==> src/rtl/seg_pkg.sv <==
// Shared definitions for the seven-segment scan driver: segment codes and the
// BCD-to-segment lookup used by the digit decoder.
package seg_pkg;

  localparam int SEG_W = 7;

  typedef logic [SEG_W-1:0] seg_t;

  // Segment order is {a,b,c,d,e,f,g}; a 0 lights the segment (common anode).
  localparam seg_t SEG_BLANK = 7'b1111111;

  localparam seg_t SEG_LUT [0:9] = '{
    7'b0000001,
    7'b1001111,
    7'b0010010,
    7'b0000110,
    7'b1001100,
    7'b0100100,
    7'b0100000,
    7'b0001111,
    7'b0000000,
    7'b0000100
  };

  function automatic logic bcd_valid(input logic [3:0] bcd);
    return (bcd <= 4'd9);
  endfunction

  function automatic seg_t seg_of(input logic [3:0] bcd);
    if (!bcd_valid(bcd)) begin
      return SEG_BLANK;
    end
    return SEG_LUT[bcd];
  endfunction

endpackage

==> src/rtl/seg_digit_decode.sv <==
// Combinational BCD digit to active-low seven-segment pattern; codes above 9
// come out blank.
module seg_digit_decode
  import seg_pkg::*;
(
  input  logic [3:0]       bcd,
  output logic [SEG_W-1:0] seg
);

  assign seg = seg_of(bcd);

endmodule

==> src/rtl/seg_scan_driver.sv <==
// Multiplexed N-digit common-anode seven-segment driver with a tear-free
// double-buffered frame. Optional leading-zero blanking: define SEG_LZB_EN.
module seg_scan_driver
  import seg_pkg::*;
#(
  parameter  int NUM_DIGITS = 4,
  parameter  int CLK_DIV    = 100000,
  localparam int CNT_W      = $clog2(CLK_DIV),
  localparam int IDX_W      = (NUM_DIGITS > 1) ? $clog2(NUM_DIGITS) : 1
) (
  input  logic                    clk,
  input  logic                    rst,
  input  logic                    load,
  input  logic [4*NUM_DIGITS-1:0] bcd_in,
  input  logic [NUM_DIGITS-1:0]   dp_in,
  output logic                    pending,
  output logic                    frame_start,
  output logic [SEG_W-1:0]        seg,
  output logic                    dp,
  output logic [NUM_DIGITS-1:0]   an
);

  localparam logic [CNT_W-1:0] CNT_LAST = CNT_W'(CLK_DIV - 1);
  localparam logic [IDX_W-1:0] IDX_LAST = IDX_W'(NUM_DIGITS - 1);

  logic [CNT_W-1:0]        prescaler;
  logic [IDX_W-1:0]        idx;
  logic                    tc;
  logic                    boundary;

  logic [4*NUM_DIGITS-1:0] disp_bcd;
  logic [NUM_DIGITS-1:0]   disp_dp;
  logic [4*NUM_DIGITS-1:0] pend_bcd;
  logic [NUM_DIGITS-1:0]   pend_dp;

  logic [3:0]              cur_bcd;
  logic                    cur_dp;
  logic                    cur_blank;
  logic [SEG_W-1:0]        dec_seg;
  logic [NUM_DIGITS-1:0]   lzb_mask;

  assign tc       = (prescaler == CNT_LAST);
  assign boundary = tc && (idx == IDX_LAST);

  always_ff @(posedge clk or posedge rst) begin
    if (rst) begin
      prescaler <= '0;
      idx       <= '0;
    end else if (tc) begin
      prescaler <= '0;
      idx       <= (idx == IDX_LAST) ? '0 : idx + IDX_W'(1);
    end else begin
      prescaler <= prescaler + CNT_W'(1);
    end
  end

  // A load landing on the boundary bypasses the pending buffer so it is not
  // delayed by a whole extra frame.
  always_ff @(posedge clk or posedge rst) begin
    if (rst) begin
      disp_bcd <= '0;
      disp_dp  <= '0;
      pend_bcd <= '0;
      pend_dp  <= '0;
      pending  <= 1'b0;
    end else if (load && boundary) begin
      disp_bcd <= bcd_in;
      disp_dp  <= dp_in;
      pending  <= 1'b0;
    end else if (load) begin
      pend_bcd <= bcd_in;
      pend_dp  <= dp_in;
      pending  <= 1'b1;
    end else if (boundary && pending) begin
      disp_bcd <= pend_bcd;
      disp_dp  <= pend_dp;
      pending  <= 1'b0;
    end
  end

  always_ff @(posedge clk or posedge rst) begin
    if (rst) begin
      frame_start <= 1'b0;
    end else begin
      frame_start <= boundary;
    end
  end

  always_comb begin
    cur_bcd   = '0;
    cur_dp    = 1'b0;
    cur_blank = 1'b0;
    for (int k = 0; k < NUM_DIGITS; k++) begin
      if (idx == IDX_W'(k)) begin
        cur_bcd   = disp_bcd[4*k +: 4];
        cur_dp    = disp_dp[k];
        cur_blank = lzb_mask[k];
      end
    end
  end

`ifdef SEG_LZB_EN
  logic lzb_run;

  // Walk down from the most significant digit; a nonzero digit or a lit
  // decimal point ends the run of blanked zeros. Digit 0 always shows.
  always_comb begin
    lzb_mask = '0;
    lzb_run  = 1'b1;
    for (int k = NUM_DIGITS - 1; k >= 1; k--) begin
      if (lzb_run && (disp_bcd[4*k +: 4] == 4'd0) && !disp_dp[k]) begin
        lzb_mask[k] = 1'b1;
      end else begin
        lzb_run = 1'b0;
      end
    end
  end
`else
  assign lzb_mask = '0;
`endif

  seg_digit_decode u_decode (
    .bcd (cur_bcd),
    .seg (dec_seg)
  );

  always_ff @(posedge clk or posedge rst) begin
    if (rst) begin
      seg <= SEG_BLANK;
      dp  <= 1'b1;
      an  <= '1;
    end else begin
      seg <= cur_blank ? SEG_BLANK : dec_seg;
      dp  <= ~(cur_dp && bcd_valid(cur_bcd));
      an  <= ~(NUM_DIGITS'(1) << idx);
    end
  end

endmodule
==> config.mk <==
export PLATFORM = sky130hd
export DESIGN_NAME = seg_scan_driver
export DESIGN_NICKNAME = d
export VERILOG_FILES = /design/src/rtl/seg_pkg.sv /design/src/rtl/seg_digit_decode.sv /design/src/rtl/seg_scan_driver.sv
export SDC_FILE = /design/constraint.sdc
export NUM_CORES = 1
export LEC_CHECK = 0
export BUFFER_PORTS_ARGS = -buffer_cell sky130_fd_sc_hd__buf_2
export CAP_MARGIN = 20
export CORE_MARGIN = 3
export CORE_UTILIZATION = 30
export CTS_CLUSTER_DIAMETER = 50
export DETAILED_ROUTE_END_ITERATION = 12
export HOLD_SLACK_MARGIN = 0.06
export PLACE_DENSITY_LB_ADDON = 0.2
export SYNTH_ARGS = -nofsm -noshare
export SYNTH_HDL_FRONTEND = slang
export SYNTH_SLANG_ARGS = --single-unit
export TNS_END_PERCENT = 30
==> constraint.sdc <==
create_clock -name clk -period 2.2 [get_ports clk]
set_input_delay 0.11 -clock clk [delete_from_list [all_inputs] [get_ports clk]]
set_output_delay 0.11 -clock clk [all_outputs]
set_load 0.03 [all_outputs]
==> results.rst, run 1 <==
.. list-table::
   :header-rows: 1

   * - Metric
     - Value
   * - Result of the run
     - finished, final reports clean
   * - CTS tree
     - done
   * - Initial Util
     - 0.309
   * - Overall routing resource usage
     - 0.132
   * - Data required time at the worst endpoint
     - ~2.5 ns
   * - Highest-delay cell along the critical path
     - sky130_fd_sc_hd__dfrtp_1
   * - Worst path arrival time
     - between 2 and 2.5 ns
   * - Core footprint
     - about 11000 um^2
   * - Placement Rows
     - 39
   * - Largest delay contributor family on the critical path
     - compound AO/OA/AOI/OAI gates
   * - Actual slew at the worst max-slew pin
     - about 0.57 ns
   * - Worst Setup SP
     - idx[0]$_DFFE_PP0N_
   * - Hold crit path type
     - in -> reg
   * - CTS Sinks
     - 73
   * - CP max stage delay
     - 0.41 ns
   * - Maximum number of pins on one net before global-route repair
     - 60
   * - Final hold slack
     - 0.132 ns
   * - IO Pins
     - 37
   * - Async SR Flop Fraction
     - 1.00
   * - Maximum buffer depth of the clock tree
     - 2
   * - Number of global-route vias before repair
     - between 2000 and 3000
   * - Worst-case setup margin in the final layout
     - approximately 0.18 ns
   * - Count of vias placed by the detailed router
     - 2595
   * - Pre-CTS WS
     - -0.00398 ns
   * - Cell-by-cell trace of the critical path
     - ha_1, buf_4, a211o_1, o221ai_2, buf_4, ha_2, nor2_4, o21ai_2, o21ai_0
   * - Ys flop type
     - sky130_fd_sc_hd__dfrtp_1
   * - DR iter-0 viols
     - around 140
   * - Seq/Total Area, Yosys
     - 0.520
   * - Total die area
     - about 13000 um^2
   * - Fillcell total
     - ~1100
   * - Cts bufs inserted
     - 9
   * - Clock insertion delay at the later pin of the skew report
     - around 0.33 ns
   * - Dominant cells by area after synthesis
     - sky130_fd_sc_hd__dfrtp_1 (43%), sky130_fd_sc_hd__dfstp_2 (8.9%), sky130_fd_sc_hd__mux2_2 (6.4%)
   * - Number of search-and-repair iterations in the first detailed-routing pass
     - 5
   * - Clock skew after layout
     - around 0.0064 ns
   * - Cell chosen for the clock root
     - sky130_fd_sc_hd__clkbuf_16
   * - Category of the worst setup path capture point
     - register
   * - Horizontal die dimension
     - about 110 um
   * - Die boundary height
     - roughly 110 um
   * - Total non-filler cell area in the finished layout
     - 4520 um^2
   * - Fraction of final layout cells sized beyond drive strength 1
     - 0.322
   * - Sequential standard cell area
     - around 1800 um^2
   * - Most common cell after layout, fill and taps aside
     - sky130_fd_sc_hd__dfrtp_1
   * - Signed area change from the synthesized netlist to the final layout
     - 27.6%
   * - Final Hold Vio Count
     - 0
   * - Most Frequent Cell on Critical Path
     - sky130_fd_sc_hd__buf_4
   * - Total overflow reported by the global router
     - 0
   * - Leading area contributor after synthesis
     - sky130_fd_sc_hd__dfrtp_1
   * - Max-cap violations
     - 0
   * - Simple-gate area share of the yosys netlist
     - 0.146
   * - Synth Instances
     - ~310
   * - Average via count per standard cell
     - roughly 4.9
   * - Register bit total from synthesis
     - 73
   * - Multi-input logic area
     - around 1600 um^2
   * - Synthesized area
     - ~3500 um^2
   * - Compound-gate portion of the synthesized area
     - 0.155
   * - Overall power after layout
     - roughly 0.0031 W
   * - Total number of yosys warnings
     - 0
   * - Startpoint of the worst-slack reg-to-reg timing path
     - idx[0]$_DFFE_PP0N_
   * - Final Slew Violations
     - 0
   * - Leakage dissipation
     - 1.99 nW
   * - Clock H-tree levels
     - 3
   * - Dpl cell area
     - 3980 um^2
   * - Post-Synth XOR/XNOR Area
     - 0.0297
   * - Clock-pin slew on the worst setup and hold paths
     - roughly 0.060 ns
   * - Peak Freq
     - between 0.4 and 0.5 GHz
   * - Post-Route WL
     - slightly below 8 mm
   * - Maximum fanout encountered on the critical timing path
     - 10
   * - Number of nets in the synthesized netlist
     - approximately 340
   * - Wire length of the first global-routing pass
     - 13.7 mm
   * - Power per unit of standard cell area
     - between 600 and 700 nW/um^2
   * - Average wire per standard cell
     - roughly 15 um
   * - Post-synthesis average cell area
     - between 10 and 15 um^2
   * - Number of enable-type register cells in the synthesized netlist
     - 0
   * - Remaining antenna violation count after routing
     - 0
   * - Initial antenna violation count
     - 0
   * - Portion of synthesized cell area occupied by the leading cell type
     - 0.431
   * - Final number of setup-violating endpoints
     - 0
   * - Peak ir drop on the vdd network
     - just under 0.3 mV
   * - Total Negative Setup Slacks
     - 0 ns
   * - Shortest clock period the worst path allows after layout
     - ~2 ns
   * - Number of antenna diodes
     - 0
   * - Post-route fraction of the period consumed by the critical path
     - 0.917
   * - Critical path buffers and inverters
     - 2
   * - Launch point of the worst hold path
     - load
   * - Detailed placer's ending HPWL
     - 5.41 mm
   * - Unique masters post-synth
     - 58
   * - CP Class
     - reg -> reg
   * - Adder-cell share of the synthesized area
     - 0.0388
   * - Dominant combinational cell family by area after synthesis
     - compound AO/OA/AOI/OAI gates
   * - Startpoint kind of the worst setup timing path
     - register
   * - Final weighted congestion in routability-driven placement
     - between 0.7 and 0.8
   * - Slew headroom
     - 0.617
   * - Multiplexer fraction of the synthesized cell area
     - 0.0692
   * - Post-layout net count
     - roughly 410
   * - Most frequent cells in the layout
     - sky130_fd_sc_hd__dfrtp_1 (61), sky130_fd_sc_hd__buf_2 (36), sky130_fd_sc_hd__dlygate4sd3_1 (21)
   * - Number of DRC violations after detailed routing
     - 0
   * - Input/output buffers
     - 36
-- timing repair --
action                     CTS  global route
gates resized for setup      2             9
hold buffers                21             0
hold endpoints to repair    34             0
pin swaps                    0             1
setup endpoints to repair    1             8
cloned                       0             0
buffers inserted             0             1
-- where the power goes --
part	switching, W	internal [W]
Combinational	0.000149	0.000144
Sequential	0.0000322	0.00142
Clock	0.000537	0.000855
Total	0.000718	0.00242
-- state kept, by name (all words and copies together), names as in the netlist --
name / flops
disp_dp: 4
pending: 1
pend_bcd: 16
seg: 7
prescaler: 17
idx: 2
frame_start: 1
pend_dp: 4
an: 4
disp_bcd: 16
dp: 1
-- layer usage --
metal | wire (um) | up-vias | global-route usage | part of all wire
li1 | - | 1286 | - | -
met5 | 0 | - | 0 | 0
met3 | 353 | 12 | 0.0359 | 0.045
met4 | 128 | 0 | 0.0477 | 0.016
met2 | 3510 | 51 | 0.191 | 0.45
met1 | 3810 | 1246 | 0.189 | 0.49
-- kinds of logic (layout without fill, tap and decap cells) --
| logic type | Yosys count | in the layout |
|---|---|---|
| adders and majority gates | 11 | 11 |
| buffers and inverters | 32 | 108 |
| DFF | 73 | 73 |
| and+or+nand+nor | 86 | 86 |
| xor gates and xnor gates | 12 | 12 |
| AOI/OAI and AO/OA | 73 | 73 |
| muxes | 22 | 22 |
-- final timing paths --
check | cells past startpoint | end | slack [ns]
max | 9 | seg[5]$_DFF_PP1_ | 0.18
min | 3 | pending$_DFFE_PP0P_ | 0.13
max reg2reg | 9 | seg[5]$_DFF_PP1_ | 0.18
min reg2reg | 1 | disp_bcd[7]$_DFFE_PP0P_ | 0.49
max in group asynchronous | 4 | seg[3]$_DFF_PP1_ | 1.24
min in group asynchronous | 3 | pend_dp[2]$_DFFE_PP0P_ | 0.28
-- synthesized netlist by cell type (4+ instances only) --
cell type and instances:
sky130_fd_sc_hd__a21oi_1 8, sky130_fd_sc_hd__a31oi_1 16, sky130_fd_sc_hd__and2_1 17, sky130_fd_sc_hd__buf_2 7
sky130_fd_sc_hd__clkbuf_1 5, sky130_fd_sc_hd__dfrtp_1 61, sky130_fd_sc_hd__dfstp_2 12, sky130_fd_sc_hd__ha_1 11
sky130_fd_sc_hd__inv_1 15, sky130_fd_sc_hd__mux2_2 20, sky130_fd_sc_hd__nand2_1 14, sky130_fd_sc_hd__nand3_1 9
sky130_fd_sc_hd__nand4_1 4, sky130_fd_sc_hd__nor2_1 15, sky130_fd_sc_hd__nor3_1 4, sky130_fd_sc_hd__o21ai_0 5
sky130_fd_sc_hd__o2bb2ai_1 16, sky130_fd_sc_hd__xnor2_1 8, sky130_fd_sc_hd__xor2_1 4
-- stage by stage --
stage / cells / util
after floorplan: 309 / -
after global placement: 490 / 0.347
after detailed placement: 490 / 0.347
after CTS: 527 / 0.391
after global routing: 528 / 0.395
final: 528 / 0.395
-- worst register-to-register path, delay by kind of cell, from the launching register on --
| kind | cells | cell delay (ns) |
|---|---|---|
| flops | 1 | 0.41 |
| compound gates | 4 | 0.65 |
| simple gates | 1 | 0.06 |
| buf+inv | 2 | 0.34 |
| fa+ha+maj | 2 | 0.47 |
-- area by class of cell --
| class | count | share of cell area |
|---|---|---|
| multi-input cells | 204 | 0.354 |
| clock inverters | 2 | 0.00249 |
| clock buffers | 14 | 0.0606 |
| flip-flops and latches | 73 | 0.407 |
| inverters | 16 | 0.0133 |
| well taps | 143 | 0.0395 |
| repair buffers | 76 | 0.123 |
No activity file was read; power rests on OpenSTA's default activity.
==> run 2, diff against run 1 <==
--- a/config.mk
+++ b/config.mk
@@ -12,7 +12,8 @@
 export CTS_CLUSTER_DIAMETER = 50
 export DETAILED_ROUTE_END_ITERATION = 12
 export HOLD_SLACK_MARGIN = 0.06
-export PLACE_DENSITY_LB_ADDON = 0.2
+export PLACE_DENSITY = 0.47
+export REMOVE_ABC_BUFFERS = 1
 export SYNTH_ARGS = -nofsm -noshare
 export SYNTH_HDL_FRONTEND = slang
 export SYNTH_SLANG_ARGS = --single-unit
==> results.rst, run 2 (synthesis gave the netlist of run 1 again) <==
.. list-table::
   :header-rows: 1

   * - Metric
     - Value
   * - Initial Util
     - 0.309
   * - Post-Route WL
     - 7.94 mm
   * - Core footprint
     - between 10000 and 15000 um^2
   * - Total Negative Setup Slacks
     - 0 ns
   * - Overall routing resource usage
     - 0.129
   * - Number of global-route vias before repair
     - between 2000 and 3000
   * - Average via count per standard cell
     - approximately 4.9
   * - Capture instance of the worst register-to-register path
     - seg[5]$_DFF_PP1_
   * - Overall power after layout
     - between 0.003 and 0.004 W
   * - CTS tree
     - done
   * - Maximum number of pins on one net before global-route repair
     - 74
   * - Clock insertion delay at the later pin of the skew report
     - approximately 0.33 ns
   * - Max-cap violations
     - 0
   * - Signed area change from the synthesized netlist to the final layout
     - 26.7%
   * - Most common cell after layout, fill and taps aside
     - sky130_fd_sc_hd__dfrtp_1
   * - Post-route fraction of the period consumed by the critical path
     - 0.932
   * - Final cell count without fillers
     - 526
   * - Launch point of the worst hold path
     - load
   * - Startpoint of the worst-slack reg-to-reg timing path
     - idx[0]$_DFFE_PP0N_
   * - Post-layout net count
     - 412
   * - Category of the worst setup path capture point
     - register
   * - Clock skew after layout
     - 0.00650 ns
   * - CTS Sinks
     - between 70 and 80
   * - Detailed placer's ending HPWL
     - 5.44 mm
   * - Inst Count DP
     - about 500
   * - Count of vias placed by the detailed router
     - between 2000 and 3000
   * - Most frequent cells in the layout
     - sky130_fd_sc_hd__dfrtp_1 (61), sky130_fd_sc_hd__buf_2 (36), sky130_fd_sc_hd__dlygate4sd3_1 (21)
   * - Worst path arrival time
     - approximately 2.3 ns
   * - Number of search-and-repair iterations in the first detailed-routing pass
     - 4
   * - Placement Rows
     - 39
   * - IO Pins
     - 37
   * - Shortest clock period the worst path allows after layout
     - 2.05 ns
   * - Average wire per standard cell
     - around 15 um
   * - Remaining antenna violation count after routing
     - 0
   * - Maximum buffer depth of the clock tree
     - 2
   * - Clock H-tree levels
     - 3
   * - Cts bufs inserted
     - 9
   * - Register containing the most flip-flops in the final layout
     - prescaler
   * - Hold crit path type
     - in -> reg
   * - Cell count of the worst hold path
     - 3
   * - Actual slew at the worst max-slew pin
     - about 0.54 ns
   * - Fillcell total
     - between 1000 and 1500
   * - Result of the run
     - finished, final reports clean
   * - Startpoint kind of the worst setup timing path
     - register
   * - Length in cells of the worst reg-to-reg path
     - 8
   * - Final weighted congestion in routability-driven placement
     - between 0.7 and 0.8
   * - Total die area
     - 13200 um^2
   * - FF-to-FF setup slack
     - 0.15 ns
   * - Leakage dissipation
     - 1.97 nW
   * - Clock-pin slew on the worst setup and hold paths
     - roughly 0.060 ns
   * - Pre-CTS WS
     - -0.0546 ns
   * - Worst-case setup margin in the final layout
     - around 0.15 ns
   * - Initial antenna violation count
     - 0
   * - Peak ir drop on the vdd network
     - around 0.46 mV
   * - Slew headroom
     - 0.636
   * - Number of DRC violations after detailed routing
     - 0
   * - Die boundary height
     - 115 um
   * - Power per unit of standard cell area
     - a little under 700 nW/um^2
   * - Final Hold Vio Count
     - 0
   * - Maximum fanout encountered on the critical timing path
     - 6
   * - Largest registers
     - prescaler: 17 flops, disp_bcd: 16 flops, pend_bcd: 16 flops
   * - Final Slew Violations
     - 0
   * - Peak Freq
     - ~0.49 GHz
   * - Fraction of final layout cells sized beyond drive strength 1
     - 0.319
   * - Data required time at the worst endpoint
     - roughly 2.4 ns
   * - Cell chosen for the clock root
     - sky130_fd_sc_hd__clkbuf_16
   * - Wire length of the first global-routing pass
     - 13.2 mm
   * - Final number of setup-violating endpoints
     - 0
   * - DR iter-0 viols
     - 113
   * - Max reg flops
     - 17
   * - Setup Fix Bufs, Post-CTS
     - 0
   * - Final hold slack
     - between 0.15 and 0.2 ns
   * - Horizontal die dimension
     - between 100 and 150 um
   * - CP Class
     - reg -> reg
   * - WHS Endpoint
     - pending$_DFFE_PP0P_
   * - RSZ-0062 raised after global routing
     - true
   * - Number of antenna diodes
     - 0
   * - Total overflow reported by the global router
     - 0
   * - Input/output buffers
     - 36
## run 2: routing by layer
layer / vias up / wire length, um / track usage
li1: 1271 / - / -
met1: 1257 / 3730 / 0.163
met2: 34 / 3850 / 0.211
met3: 10 / 239 / 0.0349
met4: 0 / 123 / 0.0524
met5: - / 0 / 0
## run 2: timing repair
item                       CTS  global route
pin swaps                    1             0
setup endpoints to repair    4             9
gates resized for setup      3             6
hold buffers                21             0
hold endpoints to repair    81             0
## run 2: per-stage QoR
| step | cell area, um^2 | utilization |
|---|---|---|
| 4_1_cts | 4460 | 0.389 |
| 5_1_grt | 4490 | 0.392 |
| 3_5_place_dp | 3970 | 0.346 |
| 2_1_floorplan | 3460 | - |
| 6_report | 4490 | 0.392 |
| 3_3_place_gp | 3970 | 0.346 |
## run 2: report_power, final
group / internal (W) / total, W / switching, W
logic: 0.000143 / 0.000291 / 0.000148
registers: 0.00142 / 0.00145 / 0.0000325
clock network: 0.000819 / 0.00135 / 0.000532
## run 2: final cells by class
type                    count  area, um^2  share of cell area
clock inverters             3        15.0             0.00334
repair buffers             74         543               0.121
flip-flops and latches     73        1840               0.410
well taps                 143         179              0.0398
inverters                  16        60.1              0.0134
clock buffers              13         260              0.0580
multi-input cells         204        1590               0.354
## run 2: critical path, cell delays in order, from the launching register on
cell and delay, ns:
sky130_fd_sc_hd__dfrtp_1 0.40, sky130_fd_sc_hd__inv_1 0.13, sky130_fd_sc_hd__ha_2 0.25, sky130_fd_sc_hd__or3b_2 0.46
sky130_fd_sc_hd__o221ai_2 0.12, sky130_fd_sc_hd__ha_2 0.26, sky130_fd_sc_hd__nor2_2 0.06, sky130_fd_sc_hd__o21ai_2 0.17
sky130_fd_sc_hd__o21ai_0 0.13
## run 2: worst max-delay path by stage
stage | startpoint | end | slack, ns
5_1_grt | idx[1]$_DFFE_PP0N_ | seg[2]$_DFF_PP1_ | -0.01
3_5_place_dp | idx[0]$_DFFE_PP0N_ | seg[5]$_DFF_PP1_ | -0.05
6_report | idx[0]$_DFFE_PP0N_ | seg[5]$_DFF_PP1_ | 0.15
4_1_cts | idx[0]$_DFFE_PP0N_ | seg[2]$_DFF_PP1_ | 0.06
2_1_floorplan | idx[0]$_DFFE_PP0N_ | seg[2]$_DFF_PP1_ | -0.27
3_3_place_gp | idx[0]$_DFFE_PP0N_ | seg[5]$_DFF_PP1_ | 0.07
==> run 3, diff against run 2 <==
==> constraint.sdc (replaced) <==
create_clock -name clk -period 2.2 [get_ports clk]
set_input_delay 0.22 -clock clk [delete_from_list [all_inputs] [get_ports clk]]
set_output_delay 0.22 -clock clk [all_outputs]
set_load 0.03 [all_outputs]
==> results.rst, run 3 (synthesis gave the netlist of run 1 again) <==
.. list-table::
   :header-rows: 1

   * - Metric
     - Value
   * - Highest-delay cell along the critical path
     - sky130_fd_sc_hd__dfrtp_1
   * - Count of vias placed by the detailed router
     - ~2500
   * - Maximum number of pins on one net before global-route repair
     - 74
   * - Final core area utilization
     - 0.379
   * - Post-Route WL
     - ~7.9 mm
   * - Signed area change from the synthesized netlist to the final layout
     - 22.5%
   * - Cts bufs inserted
     - 9
   * - Total die area
     - ~13000 um^2
   * - Number of DRC violations after detailed routing
     - 0
   * - CP Class
     - reg -> reg
   * - Total overflow reported by the global router
     - 0
   * - Clock insertion delay at the later pin of the skew report
     - approximately 0.34 ns
   * - CTS tree
     - done
   * - Final Slew Violations
     - 0
   * - Maximum fanout encountered on the critical timing path
     - 6
   * - Placement Rows
     - 39
   * - Post-layout net count
     - slightly below 400
   * - Final weighted congestion in routability-driven placement
     - slightly below 0.8
   * - Max reg flops
     - 17
   * - Initial Util
     - 0.309
   * - Overall routing resource usage
     - 0.130
   * - Clock H-tree levels
     - 3
   * - Cell chosen for the clock root
     - sky130_fd_sc_hd__clkbuf_16
   * - Data required time at the worst endpoint
     - ~2.4 ns
   * - Total Negative Setup Slacks
     - 0 ns
   * - Final hold slack
     - 0.131 ns
   * - Category of the worst setup path capture point
     - register
   * - Worst path arrival time
     - 2.31 ns
   * - Die boundary height
     - around 110 um
   * - Maximum buffer depth of the clock tree
     - 2
   * - Leakage dissipation
     - about 1.9 nW
   * - CP max stage delay
     - roughly 0.4 ns
   * - Final Hold Vio Count
     - 0
   * - Power per unit of standard cell area
     - between 700 and 800 nW/um^2
   * - Most frequent cells in the layout
     - sky130_fd_sc_hd__dfrtp_1 (61), sky130_fd_sc_hd__buf_2 (36), sky130_fd_sc_hd__mux2_2 (20)
   * - Actual slew at the worst max-slew pin
     - between 0.5 and 0.6 ns
   * - Slew headroom
     - 0.621
   * - Detailed placer's ending HPWL
     - between 5 and 6 mm
   * - Number of antenna diodes
     - 0
   * - Startpoint kind of the worst setup timing path
     - register
   * - Cell-by-cell trace of the critical path
     - inv_1, ha_2, nand2_1, o21ai_0, a22oi_1, buf_4, ha_1, nor2_2, a21oi_1, a32oi_1
   * - Average via count per standard cell
     - between 4 and 5
   * - Post-route fraction of the period consumed by the critical path
     - 0.941
   * - Register containing the most flip-flops in the final layout
     - prescaler
   * - Shortest clock period the worst path allows after layout
     - ~2.1 ns
   * - Peak Freq
     - ~0.48 GHz
   * - Max-cap violations
     - 0
   * - IO Pins
     - 37
   * - Final number of setup-violating endpoints
     - 0
   * - CTS Sinks
     - 73
   * - Setup Fix Bufs, Post-CTS
     - 0
   * - Wire length of the first global-routing pass
     - roughly 13 mm
   * - Fraction of final layout cells sized beyond drive strength 1
     - 0.340
   * - Largest registers
     - prescaler: 17 flops, disp_bcd: 16 flops, pend_bcd: 16 flops
   * - Peak ir drop on the vdd network
     - approximately 0.37 mV
   * - Average wire per standard cell
     - ~16 um
   * - Most common cell after layout, fill and taps aside
     - sky130_fd_sc_hd__dfrtp_1
   * - Horizontal die dimension
     - roughly 110 um
   * - Number of search-and-repair iterations in the first detailed-routing pass
     - 4
   * - Clock skew after layout
     - around 0.0094 ns
   * - DR iter-0 viols
     - 91
   * - Initial antenna violation count
     - 0
   * - Number of global-route vias before repair
     - between 2000 and 3000
   * - Hold crit path type
     - in -> reg
   * - RSZ-0062 raised after global routing
     - true
   * - Result of the run
     - finished, final reports clean
   * - Core footprint
     - approximately 11000 um^2
   * - Remaining antenna violation count after routing
     - 0
   * - Clock-pin slew on the worst setup and hold paths
     - 0.06 ns
   * - Input/output buffers
     - 36
run 3: power by group:
group,total [W],leakage [nW],internal [W],switching (W)
Clock,0.00161,0.162,0.00105,0.000561
Sequential,0.00145,0.892,0.00142,0.0000323
Combinational,0.000260,0.850,0.000117,0.000143
Total,0.00332,1.90,0.00259,0.000736
run 3: final timing paths:
check | startpoint | to | slack (ns) | depth (start not counted)
setup reg to reg | idx[0]$_DFFE_PP0N_ | seg[2]$_DFF_PP1_ | 0.13 | 10
min in group asynchronous | rst | prescaler[7]$_DFF_PP0_ | 0.52 | 4
hold / removal | bcd_in[7] | pend_bcd[7]$_DFFE_PP0P_ | 0.13 | 2
max in group asynchronous | rst | an[2]$_DFF_PP1_ | 1.34 | 4
setup / recovery | idx[0]$_DFFE_PP0N_ | seg[2]$_DFF_PP1_ | 0.13 | 10
hold reg to reg | prescaler[0]$_DFF_PP0_ | prescaler[0]$_DFF_PP0_ | 0.49 | 1
run 3: metal layers:
layer  wire length [um]  vias up  share of wire  global-route usage
li1                   -     1230              -                   -
met1               3620     1240           0.46               0.164
met2               3780       38           0.48               0.210
met3                321       15          0.041              0.0375
met4                154        0          0.020              0.0548
met5                  0        -              0                   0
run 3: final cells by class:
type | count | area (um^2)
timing repair buffer | 53 | 335
clock inverter | 5 | 77.6
clock buffer | 11 | 253
inverter | 16 | 60.1
multi-input combinational | 204 | 1600
sequential | 73 | 1840
tap | 143 | 179
fill | 1129 | 7120
run 3: through the flow:
stage               power (W)  std cells  instance area [um^2]  worst slack [ns]
floorplan             0.00164        293                  3460            -0.267
finish                0.00332        505                  4340             0.129
CTS                   0.00337        505                  4310            0.0209
global route          0.00345        505                  4340           -0.0513
global placement      0.00173        488                  3960            0.0631
detailed placement    0.00174        488                  3960           -0.0486
run 3: what timing repair did:
action | CTS | global route
resized for setup | 1 | 9
endpoints found under the setup margin | 4 | 22
endpoints found under the hold margin | 61 | 0
pin swaps | 0 | 1
hold buffers | 1 | 0
run 3: critical path: cells and delay by family, from the launching register on:
| family | cells | cell delay [ns] |
|---|---|---|
| AOI/OAI and AO/OA | 4 | 0.57 |
| adders and majority gates | 2 | 0.48 |
| and+or+nand+nor | 2 | 0.20 |
| buffers and inverters | 2 | 0.34 |
| DFF | 1 | 0.40 |
